--- src/rtl/timer_counter.sv ---
// Memory-mapped down-counting timer with level interrupt for the CPU bridge bus.
// Registers: CTRL (En/Mode/IM), PRESET, COUNT (read-only). irq = pend & IM.
module timer_counter #(
  parameter int unsigned WIDTH = 32
) (
  input  logic             clk,
  input  logic             reset,
  input  logic             we,
  input  logic [1:0]       addr,
  input  logic [WIDTH-1:0] din,
  output logic [WIDTH-1:0] dout,
  output logic             irq
);

  localparam logic [1:0] StIdle = 2'd0;
  localparam logic [1:0] StLoad = 2'd1;
  localparam logic [1:0] StCnt  = 2'd2;
  localparam logic [1:0] StInt  = 2'd3;

  localparam logic [1:0] AddrCtrl   = 2'd0;
  localparam logic [1:0] AddrPreset = 2'd1;
  localparam logic [1:0] AddrCount  = 2'd2;

  logic [1:0]       state_q, state_d;
  logic             en_q, en_d;
  logic [1:0]       mode_q, mode_d;
  logic             im_q, im_d;
  logic             pend_q, pend_d;
  logic [WIDTH-1:0] preset_q, preset_d;
  logic [WIDTH-1:0] count_q, count_d;

  logic ctrl_wr;
  logic preset_wr;

  assign ctrl_wr   = we && (addr == AddrCtrl);
  assign preset_wr = we && (addr == AddrPreset);

  // Next-state: FSM update first, then a CTRL bus write overrides CTRL, pend and (for En=0) state.
  always_comb begin
    state_d  = state_q;
    en_d     = en_q;
    mode_d   = mode_q;
    im_d     = im_q;
    pend_d   = pend_q;
    preset_d = preset_q;
    count_d  = count_q;

    case (state_q)
      StIdle: begin
        if (en_q) state_d = StLoad;
      end
      StLoad: begin
        count_d = preset_q;
        state_d = StCnt;
      end
      StCnt: begin
        if (!en_q) begin
          state_d = StIdle;
        end else if (count_q > WIDTH'(1)) begin
          count_d = count_q - WIDTH'(1);
        end else begin
          // PRESET=0 lands here on the first CNT cycle, so it behaves like 1
          count_d = '0;
          pend_d  = 1'b1;
          state_d = StInt;
        end
      end
      default: begin // StInt
        if (mode_q == 2'b01) begin
          pend_d  = 1'b0;
          state_d = StLoad;
        end else begin
          // one-shot, and reserved modes 1x
          en_d    = 1'b0;
          state_d = StIdle;
        end
      end
    endcase

    if (ctrl_wr) begin
      en_d   = din[0];
      mode_d = din[2:1];
      im_d   = din[3];
      pend_d = 1'b0;
      if (!din[0]) state_d = StIdle;
    end

    if (preset_wr) preset_d = din;
  end

  // State and register update with synchronous reset.
  always_ff @(posedge clk) begin
    if (reset) begin
      state_q  <= StIdle;
      en_q     <= 1'b0;
      mode_q   <= 2'b00;
      im_q     <= 1'b0;
      pend_q   <= 1'b0;
      preset_q <= '0;
      count_q  <= '0;
    end else begin
      state_q  <= state_d;
      en_q     <= en_d;
      mode_q   <= mode_d;
      im_q     <= im_d;
      pend_q   <= pend_d;
      preset_q <= preset_d;
      count_q  <= count_d;
    end
  end

  // Combinational read mux.
  always_comb begin
    dout = '0;
    case (addr)
      AddrCtrl:   dout = {{(WIDTH-4){1'b0}}, im_q, mode_q, en_q};
      AddrPreset: dout = preset_q;
      AddrCount:  dout = count_q;
      default:    dout = '0;
    endcase
  end

  assign irq = pend_q & im_q;

endmodule

--- config.mk ---
export PLATFORM = sky130hd
export DESIGN_NAME = timer_counter
export DESIGN_NICKNAME = d
export VERILOG_FILES = /design/src/rtl/timer_counter.sv
export SDC_FILE = /design/constraint.sdc
export NUM_CORES = 1
export LEC_CHECK = 0
export BUFFER_PORTS_ARGS = -buffer_cell sky130_fd_sc_hd__buf_2
export CAP_MARGIN = 40
export CORE_MARGIN = 3
export CORE_UTILIZATION = 55
export CTS_CLUSTER_SIZE = 8
export DETAILED_ROUTE_END_ITERATION = 10
export GPL_ROUTABILITY_DRIVEN = 0
export PLACE_DENSITY = 0.82
export SKIP_CTS_REPAIR_TIMING = 1
export SLEW_MARGIN = 30
export SYNTH_ARGS = -nofsm -noshare
export SYNTH_HDL_FRONTEND = slang
export SYNTH_SLANG_ARGS = --single-unit
--- constraint.sdc ---
create_clock -name clk -period 5.35 [get_ports clk]
set_clock_uncertainty 0.1 [all_clocks]
set_input_delay 0.535 -clock clk [delete_from_list [all_inputs] [get_ports clk]]
set_output_delay 0.535 -clock clk [all_outputs]
set_load 0.005 [all_outputs]
==> reports/results.tsv <==
stage	metric	value	unit
placed_design	dpl hpwl	7.43	mm
floorplanning	Die Span Y	90.7	um
sta	Slew Limit Fails	0	
floorplanning	cell row count	30	
synthesis	Post-synth EDFFs	0	
clocking	Skew-Pair Late Insertion Delay	0.36	ns
floorplanning	Starting Density	57.5	%
synthesis	asr flop ratio synth	0	%
layout	synthesis-to-layout area growth	15.2	%
synthesis	Syn Area/Cell	7.50	um^2
setup_path	Largest stage delay, worst path	0.72	ns
sta	Setup WS post-layout	2.18	ns
floorplanning	Boundary Pins	70	
clocking	clock sink total	71	
clocking	clk slew on worst S/H paths	0.08	ns
synthesis	post-synthesis sequential area ratio	36.0	%
setup_path	Slowest cell on crit path	o41a_1	
sta	Fmax	315	MHz
pwr	Pwr Total	1.17	mW
pwr	Pwr Density	258	nW/um^2
placed_design	DP Worst Slack	2.27	ns
drt	drt initial violations	444	
sta	final period utilization	59.3	%
synthesis	Yosys reg bits	71	
flow_run	max_cap viols	0	
pwr	leakage power	1.83	nW
drt	via count	4269	
setup_path	worst-path cell chain	nor4_1 > nand4_1 > o41a_1 > buf_4 > a32o_1 > a32o_1	
setup_path	Worst Path Max Fanout	21	
synthesis	most frequent cell after synthesis	nand2_1	
sta	RSZ-0062 raised after global routing	false	
placed_design	port bufs	69	
synthesis	post-synth net total	565	
synthesis	leading area contributor after synthesis	dfxtp_1	
sta	Hold Slack	0.306	ns
pwr	VDD IR max	0.160	mV
global_route	GRT Residual Overflow	0	
setup_path	critical path arrival	3.32	ns
floorplanning	die area	8230	um^2
setup_path	CP Class	flip-flop to flip-flop	
floorplanning	core area	6870	um^2
synthesis	top_reg_cell synth	dfxtp_1	
synthesis	Synth top area share	36.0	%
setup_path	CP endpoint kind	flip-flop	
drt	via density per instance	6.37	
sta	setup TNS	0	ns
synthesis	commonest cells in the synthesized netlist	nand2_1, dfxtp_1, a21oi_1	
synthesis	area of the mapped netlist	3950	um^2
hold_path	HP Class	primary input to flip-flop	
layout	share of cells above drive strength 1	17.9	%
synthesis	Ys Warns	0	
clocking	# H-tree levels	3	
synthesis	top area cells in the synthesized netlist	dfxtp_1, nand2_1, a21oi_1, a22o_1, clkbuf_1	
layout	antenna fix cells	0	
sta	# setup viols final	0	
drt	Detail Route Antenna Nets	0	
setup_path	Most common cell on crit path	a32o_1	
synthesis	Yosys cell types	49	
status	status	finished clean	
setup_path	critical path startpoint category	flip-flop	
sta	Slew HR	52.6	%
global_route	pin count of the biggest net entering global routing	66	
clocking	CTS tree	built	
global_route	initial antenna violation count	0	
layout	multi-input logic area	2340	um^2
drt	final WL	11.4	mm
global_route	gr usage total	26.7	%
sta	Tmin final	3.17	ns
sta	measured slew at the worst slew-check pin	0.709	ns
sta	Fin. Hold Viols	0	
global_route	number of global-route vias before repair	3777	
layout	register area	1420	um^2
drt	DR WL/cell	17.0	um
clocking	clk root buf	clkbuf_8	
floorplanning	Die X-Extent	90.7	um
clocking	Max Root-Sink Buffers	2	
layout	Nets	608	
setup_path	WP data required	5.50	ns
drt	Pre-Repair DR Iteration Count	5	
global_route	first-pass GRT wire length	18.5	mm
clocking	CTS buffer count	9	
layout	fillers	600	
synthesis	Mapped Cells	526	
drt	# DRC	0	
## layout by cell type (no fill, tap or decap), drive strengths merged, types with 6 or more instances in the layout
cell / instances
a21oi: 54
o21ai: 25
or3: 9
and2: 6
nand4: 10
nand3: 22
nor4: 17
and3: 8
a22o: 28
clkbuf: 13
dfxtp: 71
nand2: 103
a31oi: 20
nor3: 10
buf: 76
o21a: 7
nor2: 17
or4: 13
## metrics by stage
stage / area, um^2 / std cells / utilization [%]
3_3_place_gp: 4270 / 649 / 62.1
6_report: 4550 / 670 / 66.2
5_1_grt: 4550 / 670 / 66.2
3_5_place_dp: 4310 / 651 / 62.7
2_1_floorplan: 3950 / 526 / -
4_1_cts: 4530 / 667 / 65.9
## layout make-up
cell class | count | share of cell area (%)
timing repair buffer | 78 | 9.35
clock buffer | 11 | 3.11
inverter | 5 | 0.413
sequential | 71 | 31.2
clock inverter | 5 | 1.79
multi-input combinational | 404 | 51.5
tap | 96 | 2.64
## layer usage
metal | up-vias | share of wire, % | global-route usage (%)
met4 | 0 | 1.5 | 8.67
met5 | - | 0 | 0
li1 | 2036 | - | -
met1 | 1997 | 43 | 35.9
met2 | 218 | 47 | 42.4
met3 | 18 | 8.5 | 5.92
## worst max-delay path: cells and delay by family, from the launching register on
family	cells	cell delay, ns
AOI/OAI and AO/OA	3	1.18
and+or+nand+nor	2	1.08
DFF	1	0.40
buffers and inverters	1	0.30
## worst paths after layout
| path | from | to | slack, ns | cells past startpoint |
|---|---|---|---|---|
| max reg2reg | count_q[14] | count_q[5] | 2.18 | 6 |
| min | din[15] | preset_q[15] | 0.31 | 3 |
| max | count_q[14] | count_q[5] | 2.18 | 6 |
| min reg2reg | preset_q[19] | preset_q[19] | 0.37 | 2 |
## flip-flops by register name, indices dropped and copies added, names as in the netlist
signal    flops
count_q      32
preset_q     32
mode_q        2
state_q       2
en_q          1
im_q          1
pend_q        1
## cell families after synthesis
| group | share of synthesized area, % |
|---|---|
| AND/OR/NAND/NOR | 29.3 |
| AO/OA/AOI/OAI | 28.0 |
| flip-flops | 36.0 |
| buffers and inverters | 5.04 |
| multiplexers | 1.01 |
| adder cells (fa/ha/maj) | 0.634 |
## where the power goes
group | internal (mW) | switching [mW]
clock network | 0.275 | 0.213
registers | 0.540 | 0.0142
logic | 0.0464 | 0.0844
total | 0.862 | 0.311
Note: power is estimated with default switching activity, not from simulation.
